`config.mk`:
```
export PLATFORM = sky130hd
export DESIGN_NAME = i2c_target_regfile
export DESIGN_NICKNAME = d
export VERILOG_FILES = /design/src/rtl/i2c_target_regfile.sv
export SDC_FILE = /design/constraint.sdc
export NUM_CORES = 1
export LEC_CHECK = 0
export CORE_AREA = 2 2 168 170
export DETAILED_ROUTE_END_ITERATION = 8
export DIE_AREA = 0 0 170 172
export GPL_TIMING_DRIVEN = 1
export PLACE_DENSITY = 0.58
export SLEW_MARGIN = 20
export SYNTH_ARGS = -nofsm -noshare
export SYNTH_HDL_FRONTEND = slang
export SYNTH_SLANG_ARGS = --single-unit
```
`constraint.sdc`:
```
create_clock -name clock -period 8.1 [get_ports clock]
set_input_delay 1.62 -clock clock [delete_from_list [all_inputs] [get_ports clock]]
set_output_delay 1.62 -clock clock [all_outputs]
set_load 0.01 [all_outputs]
```
`src/rtl/i2c_target_regfile.sv`:
```
// I2C target with a pointer-addressed byte register file and a local write port.
// Define I2C_TARGET_GENERAL_CALL_EN to also accept general-call writes (address byte 8'h00).
module i2c_target_regfile #(
   parameter logic [6:0] TARGET_ADDR = 7'h20,
   parameter int         NUM_REGS    = 16,
   parameter int         SYNC_STAGES = 2,
   localparam int        PW          = (NUM_REGS > 1) ? $clog2(NUM_REGS) : 1
) (
   input  logic                  clock,
   input  logic                  reset,
   input  logic                  scl_in,
   input  logic                  sda_in,
   output logic                  sda_oe,
   input  logic                  local_we,
   input  logic [PW-1:0]         local_addr,
   input  logic [7:0]            local_wdata,
   output logic [8*NUM_REGS-1:0] regs_packed,
   output logic                  busy,
   output logic                  i2c_wr_pulse,
   output logic [PW-1:0]         i2c_wr_addr,
   output logic                  local_collision
);

   typedef enum logic [3:0] {
      S_IDLE, S_ADDR, S_ADDR_ACK, S_PTR, S_PTR_ACK,
      S_WR, S_WR_ACK, S_RD, S_RD_ACK, S_IGNORE
   } state_t;

   state_t                      state_q, state_d;
   logic [SYNC_STAGES-1:0]      scl_sync_q, scl_sync_d, sda_sync_q, sda_sync_d;
   logic                        scl_prev_q, sda_prev_q;
   logic [3:0]                  cnt_q, cnt_d;
   logic [7:0]                  sh_q, sh_d;
   logic [PW-1:0]               ptr_q, ptr_d;
   logic                        busy_q, busy_d;
   logic                        oe_q, oe_d;
   logic                        wr_pulse_q, wr_pulse_d;
   logic [PW-1:0]               wr_addr_q, wr_addr_d;
   logic [7:0]                  wr_data_q, wr_data_d;
   logic                        coll_q, coll_d;
   logic [NUM_REGS-1:0][7:0]    regs_q, regs_d;

   logic scl_s, sda_s, scl_rise, scl_fall, start_det, stop_det;
   logic addr_match, ptr_ok, local_ok;
   logic [PW-1:0] ptr_inc;

   assign scl_sync_d = {scl_sync_q[SYNC_STAGES-2:0], scl_in};
   assign sda_sync_d = {sda_sync_q[SYNC_STAGES-2:0], sda_in};
   assign scl_s      = scl_sync_q[SYNC_STAGES-1];
   assign sda_s      = sda_sync_q[SYNC_STAGES-1];
   assign scl_rise   = scl_s & ~scl_prev_q;
   assign scl_fall   = ~scl_s & scl_prev_q;
   assign start_det  = scl_s & scl_prev_q & sda_prev_q & ~sda_s;
   assign stop_det   = scl_s & scl_prev_q & ~sda_prev_q & sda_s;

`ifdef I2C_TARGET_GENERAL_CALL_EN
   assign addr_match = (sh_q[7:1] == TARGET_ADDR) || (sh_q == 8'h00);
`else
   assign addr_match = (sh_q[7:1] == TARGET_ADDR);
`endif

   assign ptr_ok  = {1'b0, sh_q} < 9'(NUM_REGS);
   assign ptr_inc = (ptr_q == PW'(NUM_REGS - 1)) ? '0 : ptr_q + 1'b1;

   // Power-of-two register counts decode every local index, so no range check exists there.
   if ((1 << PW) == NUM_REGS) begin : g_pow2
      assign local_ok = 1'b1;
   end else begin : g_npow2
      assign local_ok = (local_addr < PW'(NUM_REGS));
   end

   always_comb begin
      state_d    = state_q;
      cnt_d      = cnt_q;
      sh_d       = sh_q;
      ptr_d      = ptr_q;
      busy_d     = busy_q;
      oe_d       = oe_q;
      wr_pulse_d = 1'b0;
      wr_addr_d  = wr_addr_q;
      wr_data_d  = wr_data_q;
      case (state_q)
         S_ADDR, S_PTR: begin
            if (scl_rise) begin
               sh_d  = {sh_q[6:0], sda_s};
               cnt_d = cnt_q + 4'd1;
            end else if (scl_fall && cnt_q == 4'd8) begin
               if (state_q == S_ADDR && addr_match) begin
                  state_d = S_ADDR_ACK;
                  oe_d    = 1'b1;
                  busy_d  = 1'b1;
               end else if (state_q == S_PTR && ptr_ok) begin
                  state_d = S_PTR_ACK;
                  ptr_d   = sh_q[PW-1:0];
                  oe_d    = 1'b1;
               end else begin
                  state_d = S_IGNORE;
                  busy_d  = 1'b0;
               end
            end
         end
         S_ADDR_ACK: begin
            if (scl_fall) begin
               cnt_d = '0;
               if (sh_q[0]) begin
                  state_d = S_RD;
                  sh_d    = regs_q[ptr_q];
                  oe_d    = ~regs_q[ptr_q][7];
               end else begin
                  state_d = S_PTR;
                  oe_d    = 1'b0;
               end
            end
         end
         S_PTR_ACK, S_WR_ACK: begin
            if (scl_fall) begin
               state_d = S_WR;
               oe_d    = 1'b0;
               cnt_d   = '0;
            end
         end
         S_WR: begin
            if (scl_rise) begin
               sh_d  = {sh_q[6:0], sda_s};
               cnt_d = cnt_q + 4'd1;
               if (cnt_q == 4'd7) begin
                  wr_pulse_d = 1'b1;
                  wr_addr_d  = ptr_q;
                  wr_data_d  = {sh_q[6:0], sda_s};
                  ptr_d      = ptr_inc;
               end
            end else if (scl_fall && cnt_q == 4'd8) begin
               state_d = S_WR_ACK;
               oe_d    = 1'b1;
            end
         end
         S_RD: begin
            if (scl_rise) begin
               cnt_d = cnt_q + 4'd1;
            end else if (scl_fall) begin
               if (cnt_q == 4'd8) begin
                  state_d = S_RD_ACK;
                  oe_d    = 1'b0;
               end else begin
                  oe_d = ~sh_q[3'd7 - cnt_q[2:0]];
               end
            end
         end
         S_RD_ACK: begin
            // Only an ACKed rise keeps us here, so any later fall means "send the next byte".
            if (scl_rise && sda_s) begin
               state_d = S_IGNORE;
               busy_d  = 1'b0;
            end else if (scl_fall) begin
               state_d = S_RD;
               ptr_d   = ptr_inc;
               sh_d    = regs_q[ptr_inc];
               oe_d    = ~regs_q[ptr_inc][7];
               cnt_d   = '0;
            end
         end
         default: ;
      endcase
      if (stop_det) begin
         state_d = S_IDLE;
         oe_d    = 1'b0;
         busy_d  = 1'b0;
      end else if (start_det) begin
         state_d = S_ADDR;
         cnt_d   = '0;
         oe_d    = 1'b0;
      end
   end

   // An I2C commit always takes the register port; a coincident local write is dropped.
   always_comb begin
      regs_d = regs_q;
      coll_d = 1'b0;
      if (wr_pulse_q) begin
         regs_d[wr_addr_q] = wr_data_q;
         coll_d            = local_we;
      end else if (local_we && local_ok) begin
         regs_d[local_addr] = local_wdata;
      end
   end

   always_ff @(posedge clock or posedge reset) begin
      if (reset) begin
         state_q    <= S_IDLE;
         scl_sync_q <= '1;
         sda_sync_q <= '1;
         scl_prev_q <= 1'b1;
         sda_prev_q <= 1'b1;
         cnt_q      <= '0;
         sh_q       <= '0;
         ptr_q      <= '0;
         busy_q     <= 1'b0;
         oe_q       <= 1'b0;
         wr_pulse_q <= 1'b0;
         wr_addr_q  <= '0;
         wr_data_q  <= '0;
         coll_q     <= 1'b0;
         regs_q     <= '0;
      end else begin
         state_q    <= state_d;
         scl_sync_q <= scl_sync_d;
         sda_sync_q <= sda_sync_d;
         scl_prev_q <= scl_s;
         sda_prev_q <= sda_s;
         cnt_q      <= cnt_d;
         sh_q       <= sh_d;
         ptr_q      <= ptr_d;
         busy_q     <= busy_d;
         oe_q       <= oe_d;
         wr_pulse_q <= wr_pulse_d;
         wr_addr_q  <= wr_addr_d;
         wr_data_q  <= wr_data_d;
         coll_q     <= coll_d;
         regs_q     <= regs_d;
      end
   end

   assign sda_oe          = oe_q;
   assign busy            = busy_q;
   assign i2c_wr_pulse    = wr_pulse_q;
   assign i2c_wr_addr     = wr_addr_q;
   assign local_collision = coll_q;
   assign regs_packed     = regs_q;

endmodule

```
==> metrics.txt, run 1 <==
# TYPE chip_impl_metric gauge
chip_impl_info{name="status",value="completed"} 1
chip_impl_metric{name="nFillCells",unit=""} 2588
chip_impl_metric{name="cts.repair_timing.setup_buffer_count",unit=""} 0
chip_impl_metric{name="global_route.overflow_total",unit=""} 0
chip_impl_metric{name="tritoncts_num_sinks",unit=""} 170
chip_impl_metric{name="drt_iter0_drc",unit=""} 1239
chip_impl_metric{name="clockBufferDepth",unit=""} 2
chip_impl_metric{name="powerDensity",unit="mW/mm^2"} 256
chip_impl_metric{name="gr-usage-all-layers",unit="%"} 30.0
chip_impl_info{name="synthMostInstantiatedCell",value="sky130_fd_sc_hd__nand2_1"} 1
chip_impl_metric{name="hold_viol_final",unit=""} 0
chip_impl_metric{name="ys_ff_latch",unit=""} 170
chip_impl_metric{name="route.detailed.wl_per_inst",unit="microns"} 26.9
chip_impl_metric{name="vias",unit=""} 10148
chip_impl_metric{name="cellLeakagePower",unit="nW"} 5.02
chip_impl_metric{name="start_util",unit="%"} 39.2
chip_impl_metric{name="placement.io_buffers",unit=""} 152
chip_impl_metric{name="timing.slew.headroom",unit="%"} 25.2
chip_impl_metric{name="wl_met3",unit="microns"} 4480
chip_impl_metric{name="finalClockSkew",unit="ps"} 13.9
chip_impl_metric{name="post_synth_instance_area",unit="sq mm"} 0.0108
chip_impl_metric{name="timing.final.ws_setup",unit="ps"} 4340
chip_impl_metric{name="finalWirelength",unit="microns"} 42900
chip_impl_info{name="critical_path_sink_type",value="flip-flop"} 1
chip_impl_metric{name="io-pin-count",unit=""} 153
chip_impl_metric{name="chipWidth",unit="microns"} 170
chip_impl_metric{name="finish.net_count",unit=""} 1256
chip_impl_info{name="cts.root.buffer_cell",value="sky130_fd_sc_hd__clkbuf_16"} 1
chip_impl_info{name="crit_top_cell",value="sky130_fd_sc_hd__nor2_1"} 1
chip_impl_metric{name="worstMarginPinSlew",unit="ps"} 1120
chip_impl_metric{name="detailroute.wirelength.met2",unit="microns"} 19300
chip_impl_metric{name="peakVddDrop",unit="uV"} 166
chip_impl_info{name="synth_top_cell_by_area",value="sky130_fd_sc_hd__dfrtp_1"} 1
chip_impl_metric{name="die_height",unit="microns"} 172
chip_impl_metric{name="post-route-drc-count",unit=""} 0
chip_impl_metric{name="period_needed",unit="ps"} 3760
chip_impl_metric{name="drt-met1-wl",unit="microns"} 17500
chip_impl_metric{name="grt_start_max_net_pins",unit=""} 101
chip_impl_metric{name="number_of_antenna_violations_at_the_first_check_in_global_routing",unit=""} 0
chip_impl_metric{name="cp.required",unit="ps"} 8470
chip_impl_info{name="hold_path.class",value="reg2reg"} 1
chip_impl_metric{name="fmaxAchievable",unit="MHz"} 266
chip_impl_metric{name="final_weighted_congestion_in_routability_driven_placement",unit=""} 0.922
chip_impl_info{name="timing.critical_path.cells",value="clkdlybuf4s50_1 > nor2b_1 > nand3_1 > nor2_1 > o22a_1 > nor2_1 > a21oi_1"} 1
chip_impl_metric{name="cts_max_level",unit=""} 4
chip_impl_metric{name="maxSlewViolCount",unit=""} 0
chip_impl_metric{name="timing.final.crit_share",unit="%"} 46.5
chip_impl_metric{name="layout-drive-gt1-share",unit="%"} 10.5
chip_impl_metric{name="number_of_standard_cells_after_synthesis",unit=""} 1133
chip_impl_metric{name="post_cts_resize_count",unit=""} 0
chip_impl_metric{name="cp_data_arrival_time",unit="ps"} 4130
chip_impl_metric{name="critPathMaxStageDelay",unit="ps"} 590
chip_impl_info{name="startpoint_type",value="primary input"} 1
chip_impl_metric{name="drt.antenna.violating_nets",unit=""} 0
chip_impl_metric{name="yosys.area.top_type_share",unit="%"} 38.1
chip_impl_metric{name="final.setup.tns",unit="ps"} 0
chip_impl_info{name="synth.top_cells.by_count",value="sky130_fd_sc_hd__nand2_1 (188), sky130_fd_sc_hd__dfrtp_1 (164), sky130_fd_sc_hd__o21ai_0 (125), sky130_fd_sc_hd__o22a_1 (121), sky130_fd_sc_hd__clkbuf_1 (60)"} 1
chip_impl_metric{name="postSynth.asyncResetShare",unit="%"} 100
chip_impl_metric{name="final-setup-viol-count",unit=""} 0
chip_impl_metric{name="grt_pass1_wl",unit="microns"} 64400
chip_impl_metric{name="cts_made_buffers",unit=""} 17
chip_impl_info{name="path_class",value="in2reg"} 1
chip_impl_metric{name="routed_via_density",unit=""} 6.37
chip_impl_metric{name="layout-area-overhead-vs-synth",unit="%"} 21.8
chip_impl_info{name="synthTopCellsByArea",value="sky130_fd_sc_hd__dfrtp_1 (38%), sky130_fd_sc_hd__o22a_1 (9.8%), sky130_fd_sc_hd__mux4_2 (9.2%)"} 1
chip_impl_metric{name="max_cap_violations",unit=""} 0
chip_impl_info{name="highest-signal-layer",value="met4"} 1
chip_impl_info{name="cp_slowest_cell",value="sky130_fd_sc_hd__clkdlybuf4s50_1"} 1
chip_impl_metric{name="antenna_cells",unit=""} 0
chip_impl_metric{name="ys_seq_area_share",unit="%"} 39.5
chip_impl_metric{name="first_global_vias",unit=""} 9782
chip_impl_metric{name="count_of_synthesis_stage_warnings_from_yosys",unit=""} 0
chip_impl_metric{name="clk-insertion-delay-late",unit="ps"} 440
chip_impl_metric{name="ys_types",unit=""} 69
chip_impl_metric{name="dpl_worst_slack",unit="ps"} 3900
chip_impl_info{name="most_instantiated_flip_flop_cell_in_the_synthesis_netlist",value="sky130_fd_sc_hd__dfrtp_1"} 1
chip_impl_metric{name="cts_hold_repair.buffers",unit=""} 0
chip_impl_metric{name="synthesis.nets",unit=""} 1153
chip_impl_metric{name="std_cell_rows",unit=""} 61
chip_impl_metric{name="dp.final_hpwl",unit="microns"} 30100
chip_impl_metric{name="cts.clk_slew.worst_paths",unit="ps"} 70
chip_impl_metric{name="floorplan.die_area",unit="sq mm"} 0.0292
chip_impl_metric{name="area_of_the_placeable_core",unit="sq mm"} 0.0275
chip_impl_info{name="tritoncts_clock_tree",value="yes"} 1
chip_impl_metric{name="drt_pass_1_iters",unit=""} 5
chip_impl_metric{name="critical_path.max_fanout",unit=""} 16
chip_impl_info{name="rsz0062_at_grt",value="false"} 1
chip_impl_metric{name="syn_area_per_cell",unit="sq um"} 9.52
chip_impl_metric{name="synth_enable_flop_cells",unit=""} 0
sequential cells by signal, indices dropped and copies added (netlist names), 2 cells and up:
signal / cells
cnt_q: 4
sh_q: 8
ptr_q: 4
sda_sync_q: 2
i2c_wr_addr: 4
wr_data_q: 8
regs_packed: 128
scl_sync_q: 2
state_q: 4
worst paths after layout:
path | startpoint | end | slack (ps) | depth (start not counted)
setup / recovery | local_addr[0] | regs_packed[109]$_DFFE_PP0P_ | 4340 | 7
hold / removal | sda_sync_q[0]$_DFF_PP1_ | sda_sync_q[1]$_DFF_PP1_ | 360 | 0
setup reg to reg | ptr_q[0]$_DFFE_PP0P_ | sh_q[7]$_DFFE_PP0P_ | 4640 | 9
hold reg to reg | sda_sync_q[0]$_DFF_PP1_ | sda_sync_q[1]$_DFF_PP1_ | 360 | 0
max in group asynchronous | reset | regs_packed[68]$_DFFE_PP0P_ | 4770 | 3
min in group asynchronous | reset | regs_packed[47]$_DFFE_PP0P_ | 1760 | 2
cells in the final DEF, fill, tap and decap left out, types with 8 or more instances in the layout:
master                              n
sky130_fd_sc_hd__nand2_1          188
sky130_fd_sc_hd__dfrtp_1          162
sky130_fd_sc_hd__clkdlybuf4s50_1  152
sky130_fd_sc_hd__o21ai_0          125
sky130_fd_sc_hd__o22a_1           121
sky130_fd_sc_hd__nor2_1            48
sky130_fd_sc_hd__a21oi_1           47
sky130_fd_sc_hd__mux4_2            44
sky130_fd_sc_hd__a22oi_1           32
sky130_fd_sc_hd__inv_1             26
sky130_fd_sc_hd__nor2b_1           22
sky130_fd_sc_hd__nand3_1           22
sky130_fd_sc_hd__nand2b_1          19
sky130_fd_sc_hd__mux2i_1           17
sky130_fd_sc_hd__clkbuf_16         17
sky130_fd_sc_hd__mux2_2            16
sky130_fd_sc_hd__buf_4             15
sky130_fd_sc_hd__a32oi_1           11
sky130_fd_sc_hd__o21ai_1            9
sky130_fd_sc_hd__nor3_1             9
sky130_fd_sc_hd__and2_1             9
sky130_fd_sc_hd__a31oi_1            9
sky130_fd_sc_hd__and3_1             8
sky130_fd_sc_hd__mux4_1             8
critical path, delay by kind of cell:
family | cells | cell delay, ps
AOI/OAI and AO/OA | 2 | 700
buffers and inverters | 1 | 590
and+or+nand+nor | 4 | 1210
cell type report:
cell class	count	area, sq um	area share (%)
Tap cell	346	433	3.30
Clock buffer	17	425	3.24
Inverter	27	106	0.810
Timing Repair Buffer	175	1680	12.8
Sequential cell	170	4260	32.5
Multi-Input combinational cell	845	6020	45.8
Clock inverter	14	205	1.56
through the flow:
stage               power [mW]  hold slack [ps]  cell area [sq um]  instances  utilization [%]
floorplan                 2.04              345              10800       1133                -
global placement          2.42              346              12400       1554             45.3
detailed placement        2.43              350              12500       1555             45.3
CTS                       3.34              361              13100       1586             47.6
global route              3.51              362              13100       1594             47.8
finish                    3.36              358              13100       1594             47.8
per-layer routing:
| layer | up-vias | global-route usage (%) |
|---|---|---|
| met3 | 97 | 8.19 |
| met1 | 5012 | 40.8 |
| met5 | - | 0 |
| met4 | 0 | 11.7 |
| li1 | 4473 | - |
| met2 | 566 | 45.8 |
report_power, final:
part	switching, mW	leakage, nW	internal, mW
Sequential	0.181	2.28	0.926
Combinational	0.793	2.43	0.542
Clock	0.391	0.307	0.523
cell families (layout without fill, tap and decap cells):
family	Yosys count	count (layout)	share of synthesized area, %
AND/OR/NAND/NOR	349	349	14.7
XOR/XNOR	1	1	0.0812
flip-flops	170	170	39.5
multiplexers	85	85	14.4
adder cells (fa/ha/maj)	3	3	0.348
AO/OA/AOI/OAI	407	407	26.3
buffers and inverters	118	233	4.71
Power figures use the tool's default switching activity.
==> run 2: changes to the inputs <==
--- a/config.mk
+++ b/config.mk
@@ -9,7 +9,7 @@
 export DETAILED_ROUTE_END_ITERATION = 8
 export DIE_AREA = 0 0 170 172
 export GPL_TIMING_DRIVEN = 1
-export PLACE_DENSITY = 0.58
+export PLACE_DENSITY = 0.6
 export SLEW_MARGIN = 20
 export SYNTH_ARGS = -nofsm -noshare
 export SYNTH_HDL_FRONTEND = slang
==> constraint.sdc (replaced) <==
create_clock -name clock -period 3.08 [get_ports clock]
set_input_delay 0.616 -clock clock [delete_from_list [all_inputs] [get_ports clock]]
set_output_delay 0.616 -clock clock [all_outputs]
set_load 0.01 [all_outputs]
==> run 2 against run 1 <==
  * Sequential cell count stayed put
  * Largest cell class unchanged
  * Setup slack got worse by 3800 ps
  * Hold slack worse by 7.7 ps
  * Clock skew grew 3.1 ps
  * Global-route usage rose by 0.25 points
  * Largest power group unchanged
==> metrics.txt, run 2 (synthesis gave the netlist of run 1 again) <==
# TYPE chip_impl_metric gauge
chip_impl_info{name="status",value="completed"} 1
chip_impl_metric{name="grt_pass1_wl",unit="microns"} 64600
chip_impl_metric{name="dpl-instance-area",unit="sq mm"} 0.0129
chip_impl_metric{name="antenna_cells",unit=""} 0
chip_impl_metric{name="cts.clk_slew.worst_paths",unit="ps"} 80
chip_impl_info{name="final_common_cell",value="sky130_fd_sc_hd__nand2_1"} 1
chip_impl_metric{name="cellLeakagePower",unit="nW"} 5.22
chip_impl_metric{name="vias",unit=""} 10346
chip_impl_metric{name="layout.core_utilization",unit="%"} 49.0
chip_impl_metric{name="hold_viol_final",unit=""} 0
chip_impl_metric{name="cp.required",unit="ps"} 3400
chip_impl_metric{name="grt_use_met2",unit="%"} 46.9
chip_impl_metric{name="finalClockSkew",unit="ps"} 17.0
chip_impl_metric{name="grt_util_met1",unit="%"} 41.0
chip_impl_metric{name="route.detailed.wl_per_inst",unit="microns"} 26.7
chip_impl_metric{name="timing.final.crit_share",unit="%"} 82.6
chip_impl_metric{name="placed_cells",unit=""} 1602
chip_impl_metric{name="post-route-cell-area",unit="sq mm"} 0.0135
chip_impl_metric{name="max_cap_violations",unit=""} 0
chip_impl_metric{name="power.clock.fraction",unit="%"} 25.3
chip_impl_info{name="rsz0062_at_grt",value="false"} 1
chip_impl_metric{name="final-setup-viol-count",unit=""} 0
chip_impl_info{name="path_class",value="reg2reg"} 1
chip_impl_metric{name="drt_pass_1_iters",unit=""} 6
chip_impl_metric{name="finalWirelength",unit="microns"} 43700
chip_impl_metric{name="global_route.overflow_total",unit=""} 0
chip_impl_metric{name="finish.net_count",unit=""} 1298
chip_impl_metric{name="gr-usage-all-layers",unit="%"} 30.3
chip_impl_metric{name="number_of_antenna_violations_at_the_first_check_in_global_routing",unit=""} 0
chip_impl_info{name="tritoncts_clock_tree",value="yes"} 1
chip_impl_metric{name="drt.antenna.violating_nets",unit=""} 0
chip_impl_metric{name="p_sw_share",unit="%"} 41.7
chip_impl_metric{name="floorplan.die_area",unit="sq mm"} 0.0292
chip_impl_metric{name="first_global_vias",unit=""} 9885
chip_impl_metric{name="share_comb_of_total_power",unit="%"} 42.6
chip_impl_metric{name="clockBufferDepth",unit=""} 2
chip_impl_metric{name="final.setup.tns",unit="ps"} 0
chip_impl_metric{name="globalRouteMet3Util",unit="%"} 9.20
chip_impl_metric{name="start_util",unit="%"} 39.2
chip_impl_metric{name="placement.io_buffers",unit=""} 152
chip_impl_info{name="timing.critical_path.cells",value="buf_4 > buf_4 > mux4_2 > a22oi_1 > a21oi_1 > a21oi_1 > and2_1 > o32ai_1"} 1
chip_impl_metric{name="largest_register_ff_count",unit=""} 128
chip_impl_metric{name="post-route-drc-count",unit=""} 0
chip_impl_metric{name="p_seq_share",unit="%"} 32.1
chip_impl_metric{name="cts_made_buffers",unit=""} 17
chip_impl_metric{name="io-pin-count",unit=""} 153
chip_impl_metric{name="cts_hold_repair.buffers",unit=""} 0
chip_impl_metric{name="final_weighted_congestion_in_routability_driven_placement",unit=""} 0.952
chip_impl_metric{name="fmaxAchievable",unit="MHz"} 393
chip_impl_metric{name="chipWidth",unit="microns"} 170
chip_impl_metric{name="clk-insertion-delay-late",unit="ps"} 450
chip_impl_metric{name="layout-drive-gt1-share",unit="%"} 13.4
chip_impl_metric{name="cellInternalPower",unit="mW"} 5.22
chip_impl_metric{name="final_cell_count_no_fill",unit=""} 1637
chip_impl_metric{name="post_cts_resize_count",unit=""} 0
chip_impl_metric{name="routed_via_density",unit=""} 6.32
chip_impl_metric{name="peakVddDrop",unit="uV"} 593
chip_impl_info{name="hold_path.class",value="reg2reg"} 1
chip_impl_metric{name="worstMarginPinSlew",unit="ps"} 1040
chip_impl_metric{name="cts.repair_timing.setup_buffer_count",unit=""} 0
chip_impl_info{name="final_cell_mix",value="sky130_fd_sc_hd__nand2_1 (188), sky130_fd_sc_hd__dfrtp_1 (162), sky130_fd_sc_hd__clkdlybuf4s50_1 (152)"} 1
chip_impl_info{name="startpoint_type",value="flip-flop"} 1
chip_impl_metric{name="critical_path.max_fanout",unit=""} 27
chip_impl_metric{name="grt_start_max_net_pins",unit=""} 63
chip_impl_metric{name="die_height",unit="microns"} 172
chip_impl_metric{name="dp.final_hpwl",unit="microns"} 31200
chip_impl_info{name="critical_path_sink_type",value="flip-flop"} 1
chip_impl_info{name="cts.root.buffer_cell",value="sky130_fd_sc_hd__clkbuf_16"} 1
chip_impl_metric{name="maxSlewViolCount",unit=""} 0
chip_impl_metric{name="area_of_the_placeable_core",unit="sq mm"} 0.0275
chip_impl_metric{name="layout-area-overhead-vs-synth",unit="%"} 24.9
chip_impl_metric{name="switchingPower",unit="mW"} 3.73
chip_impl_metric{name="tritoncts_num_sinks",unit=""} 170
chip_impl_metric{name="drt_iter0_drc",unit=""} 1157
chip_impl_metric{name="cts_max_level",unit=""} 4
chip_impl_metric{name="period_needed",unit="ps"} 2540
chip_impl_metric{name="cp_data_arrival_time",unit="ps"} 2860
chip_impl_metric{name="timing.slew.headroom",unit="%"} 30.9
chip_impl_info{name="cp_slowest_cell",value="sky130_fd_sc_hd__mux4_2"} 1
chip_impl_metric{name="critPathMaxStageDelay",unit="ps"} 540
chip_impl_metric{name="std_cell_rows",unit=""} 61
chip_impl_metric{name="powerDensity",unit="mW/mm^2"} 664
chip_impl_info{name="grt_most_used_layer",value="met2"} 1
run 2: path summary, 6_finish.rpt:
path,depth (start not counted),slack (ps),from,to
worst min register to register,0,350,sda_sync_q[0]$_DFF_PP1_,sda_sync_q[1]$_DFF_PP1_
worst min-delay path,0,350,sda_sync_q[0]$_DFF_PP1_,sda_sync_q[1]$_DFF_PP1_
min in group asynchronous,2,560,reset,regs_packed[56]$_DFFE_PP0P_
worst max register to register,8,540,ptr_q[0]$_DFFE_PP0P_,sh_q[4]$_DFFE_PP0P_
worst max-delay path,8,540,ptr_q[0]$_DFFE_PP0P_,sh_q[4]$_DFFE_PP0P_
max in group asynchronous,3,1790,reset,sda_sync_q[0]$_DFF_PP1_
run 2: worst max-delay path: cells and delay by family (launching register included):
family,cells,cell delay (ps)
DFF,1,420
AOI/OAI and AO/OA,4,540
buffers and inverters,2,760
and+or+nand+nor,1,130
muxes,1,540
run 2: power by group through the flow:
stage | Clock, mW | Sequential [mW] | Combinational (mW)
final | 2.27 | 2.87 | 3.81
after global routing | 2.37 | 2.91 | 4.10
after CTS | 2.27 | 2.86 | 3.75
after detailed placement | 0 | 2.90 | 3.73
after global placement | 0 | 2.90 | 3.72
after floorplan | 0 | 2.68 | 2.68
run 2: area by class of cell:
type	count	area [sq um]
Multi-Input combinational cell	845	6020
Timing Repair Buffer	217	2070
Clock buffer	18	429
Inverter	27	105
Tap cell	346	433
Clock inverter	14	153
Fill cell	2594	14000
Sequential cell	170	4260
run 2: layer usage:
metal	up-vias	share of wire (%)	wire length, microns
li1	4563	-	-
met1	5117	41	17800
met2	596	46	19900
met3	70	11	4800
met4	0	2.7	1170
met5	-	0	0
run 2: stage by stage:
step / worst slack, ps / power [mW] / hold slack, ps
floorplan: 300 / 5.37 / 345
global placement: 351 / 6.63 / 346
detailed placement: 298 / 6.63 / 347
CTS: 525 / 8.88 / 350
global route: 318 / 9.37 / 351
finish: 536 / 8.95 / 351
==> run 3: changes to the inputs <==
--- a/config.mk
+++ b/config.mk
@@ -9,7 +9,7 @@
 export DETAILED_ROUTE_END_ITERATION = 8
 export DIE_AREA = 0 0 170 172
 export GPL_TIMING_DRIVEN = 1
-export PLACE_DENSITY = 0.6
+export PLACE_DENSITY = 0.58
 export SLEW_MARGIN = 20
 export SYNTH_ARGS = -nofsm -noshare
 export SYNTH_HDL_FRONTEND = slang
==> constraint.sdc (replaced) <==
create_clock -name clock -period 2.6 [get_ports clock]
set_input_delay 0.52 -clock clock [delete_from_list [all_inputs] [get_ports clock]]
set_output_delay 0.52 -clock clock [all_outputs]
set_load 0.01 [all_outputs]
==> run 3 against run 2 <==
  * Sequential share of layout area decreased by 0.80 points
  * Sequential power increased by 14%
  * Critical path depth decreased by 3
  * Clock skew decreased by 4.5 ps
  * Global-route usage decreased by 0.19 points
  * Count of clock-buffer cells in the layout decreased by 1
  * Via count increased by 1.3%
  * Die area unchanged
  * Sequential cell count unchanged
==> metrics.txt, run 3 (synthesis gave the netlist of run 1 again) <==
# TYPE chip_impl_metric gauge
chip_impl_metric{name="p_sw_share",unit="%"} 39.7
chip_impl_info{name="critPathLaunch",value="sh_q[1]$_DFFE_PP0P_"} 1
chip_impl_metric{name="worst-r2r-setup-slack",unit="ps"} 130
chip_impl_metric{name="gr-usage-all-layers",unit="%"} 30.1
chip_impl_metric{name="clockBufferDepth",unit=""} 2
chip_impl_info{name="critical_path.endpoint",value="sda_oe$_DFFE_PP0P_"} 1
chip_impl_metric{name="die_height",unit="microns"} 172
chip_impl_metric{name="routed_via_density",unit=""} 6.27
chip_impl_metric{name="powerDensity",unit="mW/mm^2"} 802
chip_impl_metric{name="layout-area-overhead-vs-synth",unit="%"} 28.2
chip_impl_info{name="timing.rr.start",value="sh_q[1]$_DFFE_PP0P_"} 1
chip_impl_metric{name="p_seq_share",unit="%"} 29.6
chip_impl_info{name="critical_path_sink_type",value="flip-flop"} 1
chip_impl_metric{name="placement.io_buffers",unit=""} 152
chip_impl_metric{name="post-route-drc-count",unit=""} 0
chip_impl_metric{name="peakVddDrop",unit="uV"} 464
chip_impl_metric{name="worstMarginPinSlew",unit="ps"} 968
chip_impl_metric{name="worst-r2r-cell-count",unit=""} 5
chip_impl_metric{name="cts_max_level",unit=""} 4
chip_impl_metric{name="grt_pass1_wl",unit="microns"} 65100
chip_impl_info{name="final_cell_mix",value="sky130_fd_sc_hd__nand2_1 (188), sky130_fd_sc_hd__dfrtp_1 (162), sky130_fd_sc_hd__clkdlybuf4s50_1 (152)"} 1
chip_impl_metric{name="hold_viol_final",unit=""} 0
chip_impl_metric{name="cellLeakagePower",unit="nW"} 5.43
chip_impl_metric{name="final.setup.tns",unit="ps"} 0
chip_impl_metric{name="io-pin-count",unit=""} 153
chip_impl_metric{name="critical_path.max_fanout",unit=""} 6
chip_impl_metric{name="final_weighted_congestion_in_routability_driven_placement",unit=""} 0.946
chip_impl_metric{name="layout.core_utilization",unit="%"} 50.3
chip_impl_metric{name="finalHoldWorstSlack",unit="ps"} 357
chip_impl_metric{name="finalWirelength",unit="microns"} 43500
chip_impl_metric{name="finalClockSkew",unit="ps"} 12.5
chip_impl_metric{name="drt_iter0_drc",unit=""} 1218
chip_impl_metric{name="number_of_antenna_violations_at_the_first_check_in_global_routing",unit=""} 0
chip_impl_metric{name="power.clock.fraction",unit="%"} 25.8
chip_impl_metric{name="grt_start_max_net_pins",unit=""} 76
chip_impl_metric{name="cts.clk_slew.worst_paths",unit="ps"} 70
chip_impl_metric{name="timing.final.crit_share",unit="%"} 94.8
chip_impl_metric{name="route.detailed.wl_per_inst",unit="microns"} 26.0
chip_impl_metric{name="dp.final_hpwl",unit="microns"} 31700
chip_impl_metric{name="share_comb_of_total_power",unit="%"} 44.6
chip_impl_info{name="tritoncts_clock_tree",value="yes"} 1
chip_impl_info{name="hold_path.class",value="reg2reg"} 1
chip_impl_metric{name="largest_register_ff_count",unit=""} 128
chip_impl_metric{name="drt.antenna.violating_nets",unit=""} 0
chip_impl_metric{name="start_util",unit="%"} 39.2
chip_impl_metric{name="timing.slew.headroom",unit="%"} 35.5
chip_impl_metric{name="first_global_vias",unit=""} 10141
chip_impl_metric{name="chipWidth",unit="microns"} 170
chip_impl_metric{name="period_needed",unit="ps"} 2470
chip_impl_metric{name="cp.required",unit="ps"} 2910
chip_impl_info{name="status",value="completed"} 1
chip_impl_info{name="worst_hold_startpoint",value="sda_sync_q[0]$_DFF_PP1_"} 1
chip_impl_metric{name="max_cap_violations",unit=""} 0
chip_impl_metric{name="final_cell_count_no_fill",unit=""} 1672
chip_impl_metric{name="tritoncts_num_sinks",unit=""} 170
chip_impl_metric{name="clk-insertion-delay-late",unit="ps"} 430
chip_impl_metric{name="final-setup-viol-count",unit=""} 0
chip_impl_metric{name="std_cell_rows",unit=""} 61
chip_impl_metric{name="finish.net_count",unit=""} 1334
chip_impl_info{name="startpoint_type",value="flip-flop"} 1
chip_impl_metric{name="cts_made_buffers",unit=""} 17
chip_impl_metric{name="switchingPower",unit="mW"} 4.40
chip_impl_metric{name="cp_data_arrival_time",unit="ps"} 2780
chip_impl_metric{name="cts.repair_timing.setup_buffer_count",unit=""} 0
chip_impl_metric{name="placed_cells",unit=""} 1635
chip_impl_info{name="cts.root.buffer_cell",value="sky130_fd_sc_hd__clkbuf_16"} 1
chip_impl_metric{name="antenna_cells",unit=""} 0
chip_impl_info{name="path_class",value="reg2reg"} 1
chip_impl_metric{name="post-layout-total-power",unit="mW"} 11.1
chip_impl_info{name="regToRegEndpoint",value="sda_oe$_DFFE_PP0P_"} 1
chip_impl_metric{name="drt_pass_1_iters",unit=""} 6
chip_impl_metric{name="fmaxAchievable",unit="MHz"} 406
chip_impl_metric{name="layout-drive-gt1-share",unit="%"} 15.8
chip_impl_metric{name="cellInternalPower",unit="mW"} 6.68
chip_impl_metric{name="maxSlewViolCount",unit=""} 0
chip_impl_metric{name="global_route.overflow_total",unit=""} 0
chip_impl_info{name="rsz0062_at_grt",value="false"} 1
chip_impl_metric{name="floorplan.die_area",unit="sq mm"} 0.0292
chip_impl_metric{name="area_of_the_placeable_core",unit="sq mm"} 0.0275
chip_impl_info{name="final_common_cell",value="sky130_fd_sc_hd__nand2_1"} 1
chip_impl_metric{name="vias",unit=""} 10484
[run 3: cell type report]
type | count | area (sq um)
Clock buffer | 17 | 425
Inverter | 27 | 105
Fill cell | 2581 | 13700
Sequential cell | 170 | 4260
Clock inverter | 14 | 206
Tap cell | 346 | 433
Multi-Input combinational cell | 845 | 6020
Timing Repair Buffer | 253 | 2360
[run 3: per-stage QoR]
step | worst slack, ps | area [sq um]
after CTS | 193 | 13800
after floorplan | -83.8 | 10800
after detailed placement | -38.9 | 13100
after global routing | 34.9 | 13800
after global placement | 6.46 | 13100
final | 135 | 13800
[run 3: critical path, cell delays in order (launching register included)]
cell                        delay, ps
sky130_fd_sc_hd__dfrtp_1          520
sky130_fd_sc_hd__nor4b_1          730
sky130_fd_sc_hd__nand4_1          280
sky130_fd_sc_hd__a22oi_1          370
sky130_fd_sc_hd__o2111ai_1        160
sky130_fd_sc_hd__o31a_1           290
[run 3: worst min path at each step]
stage,end,slack [ps],cells after the start
5_1_grt,sda_sync_q[1]$_DFF_PP1_,360,0
3_5_place_dp,sda_sync_q[1]$_DFF_PP1_,350,0
6_report,sda_sync_q[1]$_DFF_PP1_,360,0
4_1_cts,sda_sync_q[1]$_DFF_PP1_,360,0
2_1_floorplan,scl_sync_q[1]$_DFF_PP1_,350,0
3_3_place_gp,sda_sync_q[1]$_DFF_PP1_,350,0
[run 3: timing repair]
item,CTS,global route
hold buffers,0,0
resized for setup,0,1
endpoints found under the setup margin,0,1
[run 3: power groups by stage]
stage               sequential [mW]  combinational [mW]  clock (mW)
finish                         3.28                4.94        2.86
global route                   3.31                5.24        3.01
CTS                            3.27                4.86        2.88
detailed placement             3.32                4.83           0
global placement               3.32                4.83           0
floorplan                      3.18                3.18           0
[run 3: routing by layer]
metal / vias up / share of wire (%) / global-route usage [%]
li1: 4633 / - / -
met1: 5188 / 41 / 40.7
met2: 582 / 45 / 47.1
met3: 81 / 11 / 8.24
met4: 0 / 3.0 / 9.44
met5: - / 0 / 0
